`config.mk`:
```
export PLATFORM = sky130hd
export DESIGN_NAME = ib_ctrl
export DESIGN_NICKNAME = d
export VERILOG_FILES = /design/src/rtl/ib_ctrl.sv
export SDC_FILE = /design/constraint.sdc
export NUM_CORES = 1
export LEC_CHECK = 0
export CAP_MARGIN = 20
export CORE_ASPECT_RATIO = 1.25
export CORE_UTILIZATION = 25
export CTS_BUF_LIST = sky130_fd_sc_hd__clkbuf_4 sky130_fd_sc_hd__clkbuf_8
export CTS_CLUSTER_SIZE = 30
export DETAILED_ROUTE_END_ITERATION = 10
export GPL_ROUTABILITY_DRIVEN = 0
export SYNTH_ARGS = -nofsm -noshare
export SYNTH_HDL_FRONTEND = slang
export SYNTH_SLANG_ARGS = --single-unit
```
`constraint.sdc`:
```
create_clock -name clk -period 1.9 [get_ports clk]
set_input_delay 0.475 -clock clk [delete_from_list [all_inputs] [get_ports clk]]
set_output_delay 0.475 -clock clk [all_outputs]
set_load 0.02 [all_outputs]
```
`src/rtl/ib_ctrl.sv`:
```
// Input-buffer controller for one router input port: requests the head flit's
// output, pops whole packets after grant, and discards bad-dest and orphan flits.
//
// state | meaning
// IDLE  | evaluating the head flit at the FIFO output
// REQ   | request raised, head still in FIFO, waiting for grant
// XFER  | granted, popping flits until the tail is consumed
// DROP  | popping a bad-destination packet until its tail
module ib_ctrl #(
    parameter int FLIT_W = 10,
    parameter int NPORTS = 4
) (
    input  logic              clk,
    input  logic              rst,
    input  logic [FLIT_W-1:0] pkto,
    input  logic              empty,
    output logic              re,
    output logic [NPORTS-1:0] req,
    input  logic              gnt,
    output logic              busy,
    output logic [7:0]        drop_cnt
);

    localparam int DEST_W = ($clog2(NPORTS) > 1) ? $clog2(NPORTS) : 1;

    typedef enum logic [3:0] {
        IDLE = 4'b0001,
        REQ  = 4'b0010,
        XFER = 4'b0100,
        DROP = 4'b1000
    } state_t;

    state_t            state_q, state_d;
    logic [NPORTS-1:0] req_q, req_d;
    logic [7:0]        drop_cnt_q, drop_cnt_d;
    logic [7:0]        drop_sat;
    logic [NPORTS-1:0] dest_onehot;
    logic [DEST_W-1:0] dest;
    logic              is_head;
    logic              is_tail;
    logic              dest_ok;
    logic              re_int;
    logic              unused_mid;

    assign is_head    = pkto[FLIT_W-1];
    assign is_tail    = pkto[FLIT_W-2];
    assign dest       = pkto[DEST_W-1:0];
    assign dest_ok    = {{(32-DEST_W){1'b0}}, dest} < 32'(NPORTS);
    assign drop_sat   = (drop_cnt_q == 8'hFF) ? drop_cnt_q : drop_cnt_q + 8'd1;
    assign unused_mid = ^pkto[FLIT_W-3:DEST_W];

    always_comb begin
        dest_onehot = '0;
        for (int i = 0; i < NPORTS; i++) begin
            dest_onehot[i] = (dest == DEST_W'(i));
        end
    end

    always_comb begin
        state_d    = state_q;
        req_d      = req_q;
        drop_cnt_d = drop_cnt_q;
        re_int     = 1'b0;
        case (state_q)
            IDLE: begin
                if (!empty) begin
                    if (is_head) begin
                        if (dest_ok) begin
                            state_d = REQ;
                            req_d   = dest_onehot;
                        end else begin
                            state_d    = DROP;
                            drop_cnt_d = drop_sat;
                        end
                    end else begin
                        // orphan body/tail: pop and count, stay in IDLE
                        re_int     = 1'b1;
                        drop_cnt_d = drop_sat;
                    end
                end
            end
            REQ: begin
                if (gnt) state_d = XFER;
            end
            XFER: begin
                re_int = !empty;
                if (!empty && is_tail) begin
                    state_d = IDLE;
                    req_d   = '0;
                end
            end
            DROP: begin
                re_int = !empty;
                if (!empty && is_tail) state_d = IDLE;
            end
            default: begin
                state_d = IDLE;
                req_d   = '0;
            end
        endcase
    end

    always_ff @(posedge clk or negedge rst) begin
        if (!rst) begin
            state_q    <= IDLE;
            req_q      <= '0;
            drop_cnt_q <= 8'h00;
        end else begin
            state_q    <= state_d;
            req_q      <= req_d;
            drop_cnt_q <= drop_cnt_d;
        end
    end

    assign re       = rst & re_int;
    assign busy     = rst & (state_q != IDLE);
    assign req      = req_q;
    assign drop_cnt = drop_cnt_q;

endmodule

```
==> summary.md, run 1 <==
| Metric | Value |
|---|---|
| DRT Wirelength | `1.74 mm` |
| Critical path class | `register to output port` |
| Clk sink count | `15` |
| GRT Util Overall | `0.120` |
| Seq/Total Area, Yosys | `0.489` |
| # diodes | `0` |
| CTS Buf Count | `3` |
| Die H | `64.0 µm` |
| VDD IR max | `0.461 mV` |
| DRT Pass-1 Iters | `3` |
| WP data arrival | `1360 ps` |
| Setup_tns | `0 ps` |
| Reg-to-reg setup timing slack | `160 ps` |
| CP Data Required Time | `1420 ps` |
| H-tree depth | `1` |
| Largest net degree at the start of global routing | `9` |
| CTS tree | `built` |
| Fmax | `545 MHz` |
| Hold Path Class | `primary input to async pin` |
| Crit path launch type | `register` |
| Syn Std Cell Area | `769 µm²` |
| DR vias | `674` |
| Clock buffer depth | `2` |
| Slew Limit Fails | `0` |
| Slew headroom | `0.814` |
| Syn. warnings | `0` |
| Vias in the first global route | `735` |
| Status | `complete, no violations` |
| I/O Buffers | `21` |
| Final worst slack | `65.9 ps` |
| Starting Density | `0.261` |
| Period utilization | `0.965` |
| Crit. End Element | `output port` |
| Die X | `51.6 µm` |
| Cells after Synth | `72` |
| Clock-pin slew on the worst setup and hold paths | `80 ps` |
| Final setup violation count | `0` |
| Grt ovf | `0` |
| DRC viols | `0` |
| Mean Syn Cell Area | `10.7 µm²` |
| Max FO, Critical Path | `5` |
| Die area | `3310 µm²` |
| Wire per inst | `11.7 µm` |
| MaxCap Viol Count | `0` |
| Global-route wire length before repair | `2.99 mm` |
| Post-synth cell types | `29` |
| Pwr dens | `1050 nW/µm²` |
| Io pins | `28` |
| Post-layout min period | `1830 ps` |
| Unrepaired setup endpoints after global routing | `yes` |
| FF+latch count, synth | `15` |
| ANT nets after route | `0` |
| Row Count | `22` |
| HPWL after detailed placement | `1.43 mm` |
| Initial antenna violation count | `0` |
| Fin. Hold Viols | `0` |
| Overall power | `1.23 mW` |
| Fin util | `0.396` |
| Final net count | `129` |
| Clk Latency, worst-skew pair | `270 ps` |
| Synth-to-layout area growth | `51.5%` |
| Layout cells sized above 1 | `0.257` |
| Layout Skew | `3.20 ps` |
| Worst-Margin Slew | `278 ps` |
| Leak | `0.531 nW` |
| Root Driver | `clkbuf_4` |
| Pre-CTS setup slack | `-406 ps` |
| Vias per cell | `4.52` |
| Syn nets | `87` |
| Total core area | `2950 µm²` |
| 1st-iter DRT viols | `2` |
state kept, by name (all words and copies together) (netlist names):
| signal | cells |
|---|---|
| drop_cnt | 8 |
| state_q | 3 |
| req | 4 |
logic make-up (layout without fill, tap and decap cells):
group	count (synthesis)	count (layout)	share of synthesized area
buf+inv	3	44	0.0163
compound gates	14	14	0.143
fa+ha+maj	1	1	0.0163
xor+xnor	6	6	0.0683
simple gates	31	31	0.237
flops	15	15	0.489
mux	2	2	0.0293
final timing paths:
path	startpoint	to	cells past startpoint
worst max-delay path	state_q[0]	busy	4
worst min-delay path	rst	state_q[1]	2
worst max register to register	state_q[0]	drop_cnt[7]	7
worst min register to register	req[0]	req[0]	1
max in group asynchronous	rst	state_q[0]	2
min in group clk	req[0]	req[0]	1
synthesized netlist by cell type:
| cell type | instances | area share |
|---|---|---|
| nor3b_1 | 1 | 0.0098 |
| mux2_2 | 2 | 0.029 |
| a31oi_1 | 1 | 0.0081 |
| o21ai_0 | 4 | 0.026 |
| nor2_1 | 6 | 0.029 |
| o22ai_1 | 2 | 0.016 |
| dfstp_2 | 1 | 0.034 |
| and3_1 | 1 | 0.0081 |
| xor2_1 | 3 | 0.034 |
| nand2b_1 | 4 | 0.033 |
| nand4b_1 | 1 | 0.011 |
| nand4_1 | 1 | 0.0081 |
| dfrtp_1 | 14 | 0.46 |
| a32o_1 | 1 | 0.013 |
| nand3_1 | 3 | 0.020 |
| buf_2 | 1 | 0.0065 |
| ha_1 | 1 | 0.016 |
| nor3b_4 | 1 | 0.024 |
| a21o_1 | 1 | 0.0098 |
| o21a_1 | 2 | 0.020 |
| o2bb2ai_1 | 2 | 0.023 |
| o211ai_4 | 1 | 0.028 |
| nand2_1 | 5 | 0.024 |
| nand3b_1 | 1 | 0.0098 |
| nor4_2 | 1 | 0.016 |
| xnor2_1 | 3 | 0.034 |
| nor3_1 | 3 | 0.020 |
| nor2b_1 | 3 | 0.024 |
| inv_1 | 2 | 0.0098 |
cells in the final DEF, fill, tap and decap left out, drive strengths merged:
| master | count |
|---|---|
| o21ai | 4 |
| nor3b | 2 |
| buf | 19 |
| nand4 | 1 |
| a21o | 1 |
| clkbuf | 4 |
| nor3 | 3 |
| a31oi | 1 |
| o22ai | 2 |
| dfrtp | 14 |
| o21a | 2 |
| xor2 | 3 |
| and3 | 1 |
| ha | 1 |
| o2bb2ai | 2 |
| nor2 | 6 |
| nand3b | 1 |
| nor4 | 1 |
| dlygate4sd2 | 1 |
| dfstp | 1 |
| mux2 | 2 |
| inv | 2 |
| nand3 | 3 |
| nor2b | 3 |
| nand4b | 1 |
| clkdlybuf4s50 | 18 |
| a32o | 1 |
| nand2 | 5 |
| xnor2 | 3 |
| o211ai | 1 |
| nand2b | 4 |
worst max-delay path, stage by stage (launching register included):
cell	delay, ps
dfstp_2	550
buf_4	130
nor3b_4	190
nor2b_1	70
buf_2	160
stage by stage:
| step | cell area (µm²) | instances | hold slack (ps) |
|---|---|---|---|
| 5_1_grt | 1170 | 149 | 303 |
| 6_report | 1170 | 149 | 328 |
| 3_5_place_dp | 1140 | 144 | 475 |
| 3_3_place_gp | 1140 | 144 | 470 |
| 4_1_cts | 1160 | 148 | 319 |
| 2_1_floorplan | 769 | 72 | 179 |
cell type report:
cell class	count	area, µm²
clock buffer	4	30.0
fill	314	1780
inverter	2	7.51
multi-input combinational	54	380
sequential	15	377
tap	36	45.0
timing repair buffer	38	327
power by group:
part / leakage [nW] / internal, mW / switching, mW
Sequential: 0.193 / 0.400 / 0.0911
Combinational: 0.320 / 0.289 / 0.257
Clock: 0.0184 / 0.0956 / 0.0934
Total: 0.531 / 0.784 / 0.441
what timing repair did:
item,CTS,global route
endpoints found under the setup margin,2,2
pin swaps,0,0
resized for setup,9,1
buffers inserted,0,1
endpoints found under the hold margin,0,0
hold buffers,0,0
per-layer routing:
metal | track usage | up-vias | share of wire
met5 | 0 | - | 0
met4 | 0.0608 | 0 | 0.022
met3 | 0.0286 | 6 | 0.056
met2 | 0.218 | 20 | 0.51
met1 | 0.123 | 311 | 0.41
li1 | - | 337 | -
No activity file was read; power rests on OpenSTA's default activity.
==> run 2: changes to the inputs <==
--- a/config.mk
+++ b/config.mk
@@ -7,6 +7,7 @@
 export LEC_CHECK = 0
 export CAP_MARGIN = 20
 export CORE_ASPECT_RATIO = 1.25
+export CORE_MARGIN = 3
 export CORE_UTILIZATION = 25
 export CTS_BUF_LIST = sky130_fd_sc_hd__clkbuf_4 sky130_fd_sc_hd__clkbuf_8
 export CTS_CLUSTER_SIZE = 30
==> summary.md, run 2 (synthesis results as in run 1) <==
| Metric | Value |
|---|---|
| # diodes | `0` |
| Vias in the first global route | `766` |
| Top Usage Layer GRT | `met2` |
| Crit path launch | `rst` |
| Initial antenna violation count | `0` |
| ANT nets after route | `0` |
| Total core area | `2810 µm²` |
| Clock buffer depth | `2` |
| Wire per inst | `12.0 µm` |
| Final Non-Filler Cells | `148` |
| Synth-to-layout area growth | `53.2%` |
| Layout Skew | `4.33 ps` |
| Pwr dens | `1030 nW/µm²` |
| Unrepaired setup endpoints after global routing | `yes` |
| Clock-pin slew on the worst setup and hold paths | `80 ps` |
| Final net count | `130` |
| Clk sink count | `15` |
| Fillcell total | `277` |
| VDD IR max | `0.642 mV` |
| Slew Limit Fails | `0` |
| Io pins | `28` |
| CTS tree | `built` |
| Period utilization | `0.971` |
| Pre-CTS setup slack | `-407 ps` |
| DR vias | `690` |
| Hold_sp | `req[0]` |
| Largest net degree at the start of global routing | `10` |
| Cells after DPL | `144` |
| Starting Density | `0.274` |
| MaxCap Viol Count | `0` |
| Row Count | `21` |
| Final setup violation count | `0` |
| WP data arrival | `1370 ps` |
| Layout cells sized above 1 | `0.263` |
| Crit. End Element | `output port` |
| H-tree depth | `1` |
| DRT Wirelength | `1.78 mm` |
| Hold Path Class | `register to register` |
| CTS Buf Count | `3` |
| Met1 usage | `0.130` |
| Die H | `68.0 µm` |
| Die area | `3780 µm²` |
| Crit path launch type | `primary input` |
| Final worst slack | `54.3 ps` |
| Max FO, Critical Path | `5` |
| HPWL after detailed placement | `1.45 mm` |
| DRT Pass-1 Iters | `4` |
| Worst-Margin Slew | `240 ps` |
| GRT Util Overall | `0.105` |
| Register area | `377 µm²` |
| Fin. Hold Viols | `0` |
| Clk Latency, worst-skew pair | `280 ps` |
| Fmax | `542 MHz` |
| 1st-iter DRT viols | `12` |
| I/O Buffers | `21` |
| Slew headroom | `0.839` |
| Leak | `0.535 nW` |
| Max reg flops | `8` |
| Global-route wire length before repair | `3.18 mm` |
| Hold Buf Count CTS | `0` |
| Post-layout min period | `1850 ps` |
| Root Driver | `clkbuf_4` |
| Vias per cell | `4.66` |
| Hold_ws | `488 ps` |
| Grt ovf | `0` |
| Die X | `55.6 µm` |
| CP Data Required Time | `1420 ps` |
| DRC viols | `0` |
| Worst R2R Start | `state_q[0]` |
| M2 GR Usage | `0.183` |
| Met3 Use GR | `0.0170` |
| Area occupied by multi-input gates | `380 µm²` |
| Most frequent cells in the layout | `clkdlybuf4s50_1 (19), buf_4 (19), dfrtp_1 (14)` |
| Critical path class | `primary input to output port` |
| Status | `complete, no violations` |
## run 2: cell type report
cell class	count	share of cell area
clock inverter	1	0.00425
inverter	2	0.00637
timing repair buffer	39	0.292
multi-input combinational	54	0.323
clock buffer	3	0.0191
tap	34	0.0361
sequential	15	0.320
## run 2: path summary, 6_finish.rpt
path                       depth (start not counted)  slack (ps)     endpoint
max in group asynchronous                          2        1100   state_q[0]
max                                                3          50         busy
min                                                1         490       req[0]
max reg2reg                                        6         290  drop_cnt[7]
min reg2reg                                        1         490       req[0]
min in group asynchronous                          2         590  drop_cnt[3]
## run 2: power by group
group / total, mW / switching (mW) / internal [mW]
clock network: 0.178 / 0.0997 / 0.0781
logic: 0.546 / 0.256 / 0.290
registers: 0.491 / 0.0912 / 0.400
total: 1.21 / 0.447 / 0.768
## run 2: worst max-delay path: stages
cell             delay (ps)
clkdlybuf4s50_1         560
nor2b_1                 180
buf_4                   160
## run 2: layer usage
layer,up-vias,share of wire,routed length (µm)
met1,325,0.45,793
met3,4,0.051,90
li1,340,-,-
met5,-,0,0
met2,21,0.49,877
met4,0,0.011,19
## run 2: metrics by stage
step	util	TNS, ps	power (mW)	instance area, µm²
floorplan	-	0	0.764	769
global placement	0.410	-1130	1.03	1150
detailed placement	0.410	-1180	1.04	1150
CTS	0.416	0	1.22	1170
global route	0.419	-12.8	1.31	1180
finish	0.419	0	1.21	1180
## run 2: timing repair
action	CTS	global route
buffers inserted	0	0
gates resized for setup	8	4
pin swaps	0	0
endpoints found under the setup margin	2	2
